$ cat config.mk
export PLATFORM = sky130hd
export DESIGN_NAME = encoder_sched
export DESIGN_NICKNAME = d
export VERILOG_FILES = /design/src/rtl/encoder_sched.sv
export SDC_FILE = /design/constraint.sdc
export NUM_CORES = 1
export LEC_CHECK = 0
export CAP_MARGIN = 30
export CORE_UTILIZATION = 25
export CTS_CLUSTER_DIAMETER = 50
export DETAILED_ROUTE_END_ITERATION = 7
export HOLD_SLACK_MARGIN = 0.05
export PLACE_DENSITY = 0.58
export SETUP_SLACK_MARGIN = 0.2
export SLEW_MARGIN = 20
export SYNTH_ARGS = -nofsm -noshare
export SYNTH_HDL_FRONTEND = slang
export SYNTH_SLANG_ARGS = --single-unit
$ cat constraint.sdc
create_clock -name clk -period 2.7 [get_ports clk]
set_input_delay 0.27 -clock clk [delete_from_list [all_inputs] [get_ports clk]]
set_output_delay 0.27 -clock clk [all_outputs]
set_load 0.05 [all_outputs]
$ cat src/rtl/encoder_sched.sv
// ---------------------------------------------------------------------------
// encoder_sched
//   Sequencer for the LDPC generator-matrix encoder datapath. For every
//   codeword column n it reads all SLICES slices of G^T column n, together
//   with the matching info-bit slices. It then folds the AND-parity of each
//   slice pair into one code bit. Code bits are packed into DATA_WIDTH-bit
//   words and offered downstream on a valid/ready handshake.
//
// Ports
//   clk           rising-edge clock
//   rst           asynchronous active-low reset
//   start         begin one block (sampled in IDLE only)
//   g_rd_en       read strobe to G^T ROM and info RAM
//   g_col_addr    column index n
//   g_slice_addr  slice index s (also the info RAM address)
//   g_rdata       G^T slice, valid 1 cycle after g_rd_en
//   info_rdata    info slice, valid 1 cycle after g_rd_en
//   cw_data       packed code word (bit n mod DATA_WIDTH of word n/DATA_WIDTH)
//   cw_valid      cw_data valid (EMIT only)
//   cw_ready      downstream accepts
//   cw_last       final word of the block
//   busy          any state except IDLE
//   done          one-cycle completion pulse
//
// Handshake: a word transfers on a rising edge where cw_valid and cw_ready
// are both high; while cw_valid is high and cw_ready is low, cw_data and
// cw_last hold their values and no reads are issued.
// ---------------------------------------------------------------------------
module encoder_sched #(
  parameter int N              = 2304,
  parameter int K              = 1536,
  parameter int DATA_WIDTH     = 16,
  parameter int MAX_BITS_N     = 12,
  parameter int MAX_BITS_SLICE = 7
) (
  input  logic                      clk,
  input  logic                      rst,
  input  logic                      start,
  output logic                      g_rd_en,
  output logic [MAX_BITS_N-1:0]     g_col_addr,
  output logic [MAX_BITS_SLICE-1:0] g_slice_addr,
  input  logic [DATA_WIDTH-1:0]     g_rdata,
  input  logic [DATA_WIDTH-1:0]     info_rdata,
  output logic [DATA_WIDTH-1:0]     cw_data,
  output logic                      cw_valid,
  input  logic                      cw_ready,
  output logic                      cw_last,
  output logic                      busy,
  output logic                      done
);

  localparam int SLICES = K / DATA_WIDTH;
  // DATA_WIDTH is a power of two, so n mod DATA_WIDTH is the low bits of n.
  localparam int BIT_W  = (DATA_WIDTH > 1) ? $clog2(DATA_WIDTH) : 1;

  localparam logic [MAX_BITS_N-1:0]     N_LAST     = MAX_BITS_N'(N - 1);
  localparam logic [MAX_BITS_SLICE-1:0] SLICE_LAST = MAX_BITS_SLICE'(SLICES - 1);
  localparam logic [BIT_W-1:0]          BIT_LAST   = BIT_W'(DATA_WIDTH - 1);

  localparam logic [2:0] ST_IDLE  = 3'd0;
  localparam logic [2:0] ST_RUN   = 3'd1;
  localparam logic [2:0] ST_DRAIN = 3'd2;
  localparam logic [2:0] ST_EMIT  = 3'd3;
  localparam logic [2:0] ST_DONE  = 3'd4;

  logic [2:0]                state_q, state_d;
  logic [MAX_BITS_N-1:0]     n_q, n_d;
  logic [MAX_BITS_SLICE-1:0] s_q, s_d;
  logic                      rd_vld_q, rd_vld_d;
  logic                      rd_last_q, rd_last_d;
  logic [BIT_W-1:0]          rd_bit_q, rd_bit_d;
  logic                      acc_q, acc_d;
  logic [DATA_WIDTH-1:0]     word_q, word_d;
  logic                      last_word_q, last_word_d;
  logic                      parity;

  always_comb begin
    state_d     = state_q;
    n_d         = n_q;
    s_d         = s_q;
    acc_d       = acc_q;
    word_d      = word_q;
    last_word_d = last_word_q;

    // Read pipeline: tag each issued read so the returning data knows
    // whether it closes a column and which word bit it belongs to.
    rd_vld_d  = (state_q == ST_RUN);
    rd_last_d = (state_q == ST_RUN) && (s_q == SLICE_LAST);
    rd_bit_d  = n_q[BIT_W-1:0];

    parity = ^(g_rdata & info_rdata);
    if (rd_vld_q) begin
      if (rd_last_q) begin
        word_d[rd_bit_q] = acc_q ^ parity;
        acc_d            = 1'b0;
      end else begin
        acc_d = acc_q ^ parity;
      end
    end

    case (state_q)
      ST_IDLE: begin
        if (start) begin
          state_d     = ST_RUN;
          n_d         = '0;
          s_d         = '0;
          last_word_d = 1'b0;
        end
      end
      ST_RUN: begin
        if (s_q == SLICE_LAST) begin
          s_d = '0;
          n_d = (n_q == N_LAST) ? '0 : n_q + 1'b1;
          // Column closing a word: stop issuing so the word can drain.
          if (n_q[BIT_W-1:0] == BIT_LAST) begin
            state_d     = ST_DRAIN;
            last_word_d = (n_q == N_LAST);
          end
        end else begin
          s_d = s_q + 1'b1;
        end
      end
      ST_DRAIN: state_d = ST_EMIT;
      ST_EMIT: begin
        if (cw_ready) begin
          word_d  = '0;
          state_d = last_word_q ? ST_DONE : ST_RUN;
        end
      end
      ST_DONE: state_d = ST_IDLE;
      default: state_d = ST_IDLE;
    endcase
  end

  always_ff @(posedge clk or negedge rst) begin
    if (!rst) begin
      state_q     <= ST_IDLE;
      n_q         <= '0;
      s_q         <= '0;
      rd_vld_q    <= 1'b0;
      rd_last_q   <= 1'b0;
      rd_bit_q    <= '0;
      acc_q       <= 1'b0;
      word_q      <= '0;
      last_word_q <= 1'b0;
    end else begin
      state_q     <= state_d;
      n_q         <= n_d;
      s_q         <= s_d;
      rd_vld_q    <= rd_vld_d;
      rd_last_q   <= rd_last_d;
      rd_bit_q    <= rd_bit_d;
      acc_q       <= acc_d;
      word_q      <= word_d;
      last_word_q <= last_word_d;
    end
  end

  // Outputs decode from state so an asynchronous reset zeroes them at once.
  assign g_rd_en      = (state_q == ST_RUN);
  assign g_col_addr   = g_rd_en ? n_q : '0;
  assign g_slice_addr = g_rd_en ? s_q : '0;
  assign cw_valid     = (state_q == ST_EMIT);
  assign cw_data      = cw_valid ? word_q : '0;
  assign cw_last      = cw_valid & last_word_q;
  assign busy         = (state_q != ST_IDLE);
  assign done         = (state_q == ST_DONE);

endmodule

Word-level counts from Yosys, hierarchy flattened
Cells that the tools add are included.
- flip-flop bits (word level): 46
- word-level logic and storage cells: 65
- input port bits: 36
- bitwise gates (word level): 3
- mux-type cells: 28
- add/subtract/negate cells: 2
- equal/unequal tests: 11
- reductions and logical operators: 10
- magnitude comparators: 2
- operators with widths (cell ; number):
    $mux W16 ; 5
    $mux W12 ; 4
    $pmux W12 S2 ; 1
    $mux W7 ; 3
    $and A16 B16 Y16 ; 1
    $bwmux W16 ; 1
    $reduce_xor A16 Y1 ; 1
    $mux W3 ; 5
    $pmux W7 S2 ; 1
    $add A12 B1 Y12 const B ; 1
    $eq A12 B12 Y1 const B ; 1
    $pmux W3 S4 ; 1
    $reduce_and A4 Y1 ; 2
    $add A7 B1 Y7 const B ; 1
    $eq A7 B7 Y1 const B ; 1
    $eq A3 B2 Y1 const B ; 2
    $ne A2 B1 Y1 const B ; 3
    $lt A4 B5 Y1 const B ; 1
    $mux W1 ; 5
    $demux W1 S4 ; 1
    $eq A4 B4 Y1 const B ; 1
    $ge A4 B1 Y1 const B ; 1
    $eq A3 B1 Y1 const B ; 1
    $eq A3 B3 Y1 const B ; 1
    10 further kinds ; 11

Depth between registers and ports, before layout
Gate-level depths: netlist (run 1).
- depth in word-level cells: 9
- gate-level depth with buffers: 9
- gate-level depth less buffers: 8

Least setup slack after synthesis (run 1)
Ideal clock, no wire load.
- path kind: register to output
- from: register state_q[0]
- to: output done
- data arrival time: 1.889 ns
- buffers on the path: 2
- setup slack: 0.541 ns
- cell stages (with the launch flop): 4
- path through: dfrtp_1 -> clkbuf_1 -> clkbuf_1 -> nor3b_1
- longest elaborated chain between the ends: 1
- RTL lines (what ; RTL line ; source):
    start, declared ; 66 ; logic [2:0] state_q, state_d;
    start signal, assigned ; 147 ; state_q <= state_d;
    $eq A3 B3 Y1 ; 167 ; assign done = (state_q == ST_DONE);
    end, declared ; 49 ; output logic done
No other way between the ends.

Final worst setup path (run 1)
Ends and elaborated chain as after synthesis.

==> results.sh, run 1 <==
export IMPL_die_height_um=105
export IMPL_synth_top_cells_by_area="dfrtp_1, nand2_1, and3_1, and2_1, o21ai_0"
export IMPL_wl_met2_um=2990
export IMPL_cts_buffers=5
export IMPL_post_cts_buffers=0
export IMPL_finalSetupTns_ns=0
export IMPL_placed_area_mm2=0.00372
export IMPL_ir_worst_vdd_mv=0.628
export IMPL_ctsResizeCount=0
export IMPL_fin_skew_ns=0.00483
export IMPL_row_count=37
export IMPL_grt_overflow=0
export IMPL_fin_util_pct=37.2
export IMPL_synthFlopType="dfrtp_1"
export IMPL_criticalPathCategory="register to output pin"
export IMPL_vias=2412
export IMPL_grt_pass1_vias=2266
export IMPL_clk_pin_slew_ns=0.09
export IMPL_die_area_mm2=0.0111
export IMPL_firstDrtPassIters=4
export IMPL_cpPeakStageDelay_ns=0.83
export IMPL_crit_path_top_delay_cell="clkdlybuf4s50_1"
export IMPL_syn_mean_instance_area_um2=8.61
export IMPL_area_delta_synth_final_pct=44.0
export IMPL_crit_path_start_kind="register"
export IMPL_tightestPinTransition_ns=0.587
export IMPL_synth_distinct_cells=39
export IMPL_gp_routability_congestion=0.796
export IMPL_cp_cell_sequence="nor3b_1 -> clkdlybuf4s50_1"
export IMPL_period_needed_ns=2.13
export IMPL_p_leak_nw=1.69
export IMPL_finalInstanceArea_mm2=0.00384
export IMPL_grt_pass1_wl_um=11100
export IMPL_arrival_ns=1.86
export IMPL_p_per_area_mw_per_mm2=794
export IMPL_postCtsHoldBufs=1
export IMPL_setup_violations=0
export IMPL_fin_nets=423
export IMPL_drv_slew=0
export IMPL_dp_hpwl_um=4910
export IMPL_grt_antenna_before_repair=0
export IMPL_ant_nets=0
export IMPL_portBuffers=75
export IMPL_grt_max_degree=32
export IMPL_cp_required_ns=2.43
export IMPL_wl_per_cell_um=12.9
export IMPL_drive_above_1_share_pct=14.8
export IMPL_endpoint_kind="output pin"
export IMPL_fmax_mhz=469
export IMPL_hold_class="input pin to asynchronous set/reset pin"
export IMPL_ys_seq_area_share_pct=43.2
export IMPL_fp_dieW_um=105
export IMPL_synth_top_area_share_pct=43.2
export IMPL_maxCapViolCount=0
export IMPL_drt_wl_total_um=6700
export IMPL_synth_nets=348
export IMPL_timing_hold_ws_ns=0.434
export IMPL_num_antenna_cells=0
export IMPL_relSlewSlack_pct=60.9
export IMPL_drt_iter0_markers=104
export IMPL_postSynth_asyncResetShare_pct=100
export IMPL_cts_buffer_depth=2
export IMPL_grt_usage_pct=12.3
export IMPL_syn_cell_area_mm2=0.00267
export IMPL_status="completed"
export IMPL_timing_final_crit_share_pct=78.9
export IMPL_coreArea_mm2=0.0103
export IMPL_h_tree_depth=2
export IMPL_cts_tree="built"
export IMPL_drc=0
export IMPL_insertion_delay_ns=0.30
export IMPL_met3WireLength_um=416
export IMPL_synth_edff_count=0
export IMPL_rrSetupSlack_ns=0.57
export IMPL_cts_sinks=46
export IMPL_reg2regPathDepth=7
export IMPL_start_util_pct=25.8
export IMPL_root_buffer="clkbuf_8"
export IMPL_rsz0062_at_grt="false"
export IMPL_hold_violations=0
export IMPL_vias_per_cell=4.63
export IMPL_drt_met1_wl_um=3260
export IMPL_ys_ff_latch=46
export IMPL_worst_path_max_fanout=13
export IMPL_synthCells=310
export IMPL_boundaryPins=76
export IMPL_top_layer_used="met4"
export IMPL_yosys_warnings=0
export IMPL_yosys_area_top_type="dfrtp_1"
-- synthesized netlist by cell type, types with 4 or more instances --
cell / number
a21oi_1: 13
and2_1: 21
and3_1: 23
clkbuf_1: 11
dfrtp_1: 46
mux2i_1: 9
nand2_1: 54
nand2b_1: 5
nand3_1: 9
nor2_1: 31
nor3_1: 6
o21ai_0: 24
o31ai_1: 5
o41ai_1: 4
xnor2_1: 11
-- cells in the final DEF, fill, tap and decap left out, types with 2 or more instances in the layout --
cell	synthesis	routed
a21oi_1	13	13
a22o_1	2	2
and2_1	21	21
and3_1	23	23
buf_12	0	20
buf_4	0	23
clkbuf_8	0	6
clkdlybuf4s50_1	0	36
dfrtp_1	46	46
ha_1	2	2
inv_1	3	3
mux2i_1	9	9
nand2_1	54	54
nand2b_1	5	5
nand3_1	9	9
nand3b_1	2	2
nand4_1	2	2
nor2_1	31	31
nor2b_1	3	3
nor3_1	6	6
nor4_1	2	2
o211ai_1	2	2
o21ai_0	24	24
o31ai_1	5	5
o41ai_1	4	4
or3_1	3	3
xnor2_1	11	11
xor2_1	3	3
-- logic make-up (layout without fill, tap and decap cells) --
logic type	count (synthesis)	count (layout)	synth area share, %
xor+xnor	17	17	7.13
simple gates	166	166	30.7
flops	46	46	43.2
fa+ha+maj	2	2	0.938
buf+inv	16	91	2.58
mux	10	10	3.80
compound gates	53	53	11.7
-- critical path, delay by kind of cell, from the launching register on --
| family | cells | cell delay [ns] |
|---|---|---|
| buffers and inverters | 1 | 0.83 |
| and+or+nand+nor | 1 | 0.23 |
| DFF | 1 | 0.50 |
-- report_power, final --
group	internal, mW	switching (mW)
sequential	0.835	0.227
clock	0.297	0.236
combinational	0.558	0.897
total	1.69	1.36
-- per-layer routing --
layer / global-route usage [%] / vias up
met5: 0 / -
met4: 3.22 / 0
met3: 2.91 / 6
met2: 20.0 / 80
met1: 16.3 / 1109
li1: - / 1217
-- layout make-up --
cell class	instances	area (um2)
inverter	3	11.3
fill	1038	6480
timing repair buffer	81	948
multi-input combinational	248	1450
clock buffer	6	82.6
sequential	46	1150
tap	136	170
clock inverter	1	30.0
-- flip-flops by register name, summed over array words and instances (netlist names) --
signal,cells
last_word_q,1
rd_last_q,1
word_q,16
s_q,7
acc_q,1
rd_bit_q,4
rd_vld_q,1
state_q,3
n_q,12
-- path summary, 6_finish.rpt --
check	start	to
worst min register to register	n_q[1]$_DFFE_PN0P_	rd_bit_q[1]$_DFF_PN0_
worst max register to register	s_q[0]$_DFFE_PN0P_	n_q[10]$_DFFE_PN0P_
min in group clk	n_q[1]$_DFFE_PN0P_	rd_bit_q[1]$_DFF_PN0_
max in group asynchronous	rst	n_q[8]$_DFFE_PN0P_
worst max-delay path	state_q[0]$_DFFE_PN0P_	done
worst min-delay path	rst	word_q[12]$_DFF_PN0_
-- metrics by stage --
| step | setup WS (ns) | cells | power [mW] |
|---|---|---|---|
| final | 0.568 | 521 | 3.05 |
| after global placement | 0.357 | 512 | 2.51 |
| after global routing | 0.359 | 521 | 3.25 |
| after detailed placement | 0.286 | 513 | 2.53 |
| after CTS | 0.551 | 521 | 3.07 |
| after floorplan | 0.541 | 310 | 2.07 |
Note: power is estimated with default switching activity, not from simulation.
==> run 2: changes to the inputs <==
--- a/config.mk
+++ b/config.mk
@@ -10,7 +10,7 @@
 export CTS_CLUSTER_DIAMETER = 50
 export DETAILED_ROUTE_END_ITERATION = 7
 export HOLD_SLACK_MARGIN = 0.05
-export PLACE_DENSITY = 0.58
+export PLACE_DENSITY = 0.6
 export SETUP_SLACK_MARGIN = 0.2
 export SLEW_MARGIN = 20
 export SYNTH_ARGS = -nofsm -noshare
==> constraint.sdc (replaced) <==
create_clock -name clk -period 1.9 [get_ports clk]
set_input_delay 0.19 -clock clk [delete_from_list [all_inputs] [get_ports clk]]
set_output_delay 0.19 -clock clk [all_outputs]
set_load 0.05 [all_outputs]
==> run 2 against run 1 <==
Net effect: clock power rose by 41%; largest power group unchanged; sequential cell count unchanged; die area is the same; hold slack improved by 0.065 ns; utilization rose by 7.7 points; total power increased by 95%.
==> results.sh, run 2 (same netlist as run 1, synthesis figures left out) <==
export IMPL_grt_antenna_before_repair=0
export IMPL_wl_per_cell_um=13.7
export IMPL_gp_routability_congestion=0.793
export IMPL_cts_buffers=5
export IMPL_drive_above_1_share_pct=41.7
export IMPL_relSlewSlack_pct=60.3
export IMPL_layout_common_cells="dfrtp_1, buf_12, nand2_1, buf_4, nor2_1"
export IMPL_finalInstanceArea_mm2=0.00463
export IMPL_fmax_mhz=568
export IMPL_crit_path_start_kind="register"
export IMPL_setup_violations=0
export IMPL_root_buffer="clkbuf_8"
export IMPL_insertion_delay_ns=0.30
export IMPL_layout_commonest_cell="dfrtp_1"
export IMPL_cts_buffer_depth=2
export IMPL_dpl_worst_slack_ns=-0.285
export IMPL_maxCapViolCount=0
export IMPL_boundaryPins=76
export IMPL_coreArea_mm2=0.0103
export IMPL_fillers=941
export IMPL_drt_iter0_markers=104
export IMPL_fin_util_pct=44.9
export IMPL_p_leak_nw=2.09
export IMPL_largest_reg_flops=16
export IMPL_ir_worst_vdd_mv=0.898
export IMPL_min_path_cells=1
export IMPL_drc=0
export IMPL_dp_hpwl_um=4990
export IMPL_worst_slack_ns=0.141
export IMPL_timing_final_crit_share_pct=92.6
export IMPL_finalSetupTns_ns=0
export IMPL_rsz0062_at_grt="true"
export IMPL_fp_dieW_um=105
export IMPL_reg_largest_list="word_q x16, n_q x12, s_q x7"
export IMPL_grt_pass1_wl_um=12100
export IMPL_worst_path_max_fanout=7
export IMPL_hold_violations=0
export IMPL_portBuffers=75
export IMPL_period_needed_ns=1.76
export IMPL_area_delta_synth_final_pct=73.7
export IMPL_fin_nets=460
export IMPL_die_height_um=105
export IMPL_vias_per_cell=4.68
export IMPL_top_register="word_q"
export IMPL_die_area_mm2=0.0111
export IMPL_h_tree_depth=2
export IMPL_cts_tree="built"
export IMPL_ant_nets=0
export IMPL_start_util_pct=25.8
export IMPL_grt_max_degree=47
export IMPL_criticalPathCategory="register to register"
export IMPL_grt_overflow=0
export IMPL_firstDrtPassIters=4
export IMPL_cp_required_ns=2.06
export IMPL_placed_area_mm2=0.00409
export IMPL_fin_skew_ns=0.0110
export IMPL_drv_slew=0
export IMPL_status="completed"
export IMPL_hold_class="register to register"
export IMPL_arrival_ns=1.92
export IMPL_grt_pass1_vias=2539
export IMPL_cts_sinks=46
export IMPL_clk_pin_slew_ns=0.09
export IMPL_grt_usage_pct=13.3
export IMPL_endpoint_kind="register"
export IMPL_vias=2613
export IMPL_tightestPinTransition_ns=0.595
export IMPL_num_antenna_cells=0
export IMPL_p_per_area_mw_per_mm2=1280
export IMPL_reg2regPathDepth=8
export IMPL_drt_wl_total_um=7670
export IMPL_row_count=37
run 2: per-layer routing:
| metal | up-vias | GRT usage (%) | part of all wire (%) |
|---|---|---|---|
| met5 | - | 0 | 0 |
| met4 | 0 | 4.02 | 0.74 |
| met3 | 7 | 2.84 | 4.2 |
| met2 | 67 | 21.9 | 49 |
| met1 | 1250 | 17.6 | 46 |
| li1 | 1289 | - | - |
run 2: critical path, stage by stage, from the launching register on:
cell     delay, ns
dfrtp_1       0.37
ha_2          0.19
and4_4        0.21
and3b_2       0.25
nand2_2       0.08
nand2_4       0.08
nand2_4       0.08
o21ai_0       0.24
o41ai_1       0.13
run 2: final cells by class:
type / instances / area, um2 / area share (%)
Clock buffer: 6 / 82.6 / 1.78
Sequential cell: 46 / 1160 / 25.0
Inverter: 3 / 11.3 / 0.243
Multi-Input combinational cell: 249 / 1710 / 36.8
Tap cell: 136 / 170 / 3.67
Clock inverter: 1 / 30.0 / 0.648
Timing Repair Buffer: 117 / 1480 / 31.9
run 2: path summary, 6_finish.rpt:
kind | start | end | slack, ns
setup / recovery | s_q[0]$_DFFE_PN0P_ | n_q[5]$_DFFE_PN0P_ | 0.14
hold / removal | s_q[6]$_DFFE_PN0P_ | s_q[6]$_DFFE_PN0P_ | 0.50
setup reg to reg | s_q[0]$_DFFE_PN0P_ | n_q[5]$_DFFE_PN0P_ | 0.14
hold reg to reg | s_q[6]$_DFFE_PN0P_ | s_q[6]$_DFFE_PN0P_ | 0.50
max in group asynchronous | rst | n_q[5]$_DFFE_PN0P_ | 0.93
min in group asynchronous | rst | word_q[10]$_DFF_PN0_ | 0.53
run 2: report_power, final:
| part | internal, mW | leakage, nW | switching, mW |
|---|---|---|---|
| logic | 1.93 | 1.42 | 1.82 |
| registers | 1.19 | 0.610 | 0.249 |
| clock network | 0.421 | 0.0573 | 0.330 |
| total | 3.55 | 2.09 | 2.40 |
run 2: through the flow:
stage | power [mW] | hold WS [ns] | std cells
global placement | 4.10 | 0.314 | 525
global route | 6.27 | 0.518 | 558
floorplan | 2.99 | -0.106 | 310
CTS | 5.53 | 0.501 | 544
finish | 5.95 | 0.499 | 558
detailed placement | 4.13 | 0.324 | 525
run 2: repair_timing:
item | CTS | global route
cloned | 3 | 2
hold buffers | 1 | 0
setup buffers | 8 | 12
pin swaps | 24 | 32
hold endpoints to repair | 46 | 0
endpoints found under the setup margin | 67 | 68
gates resized for setup | 61 | 68
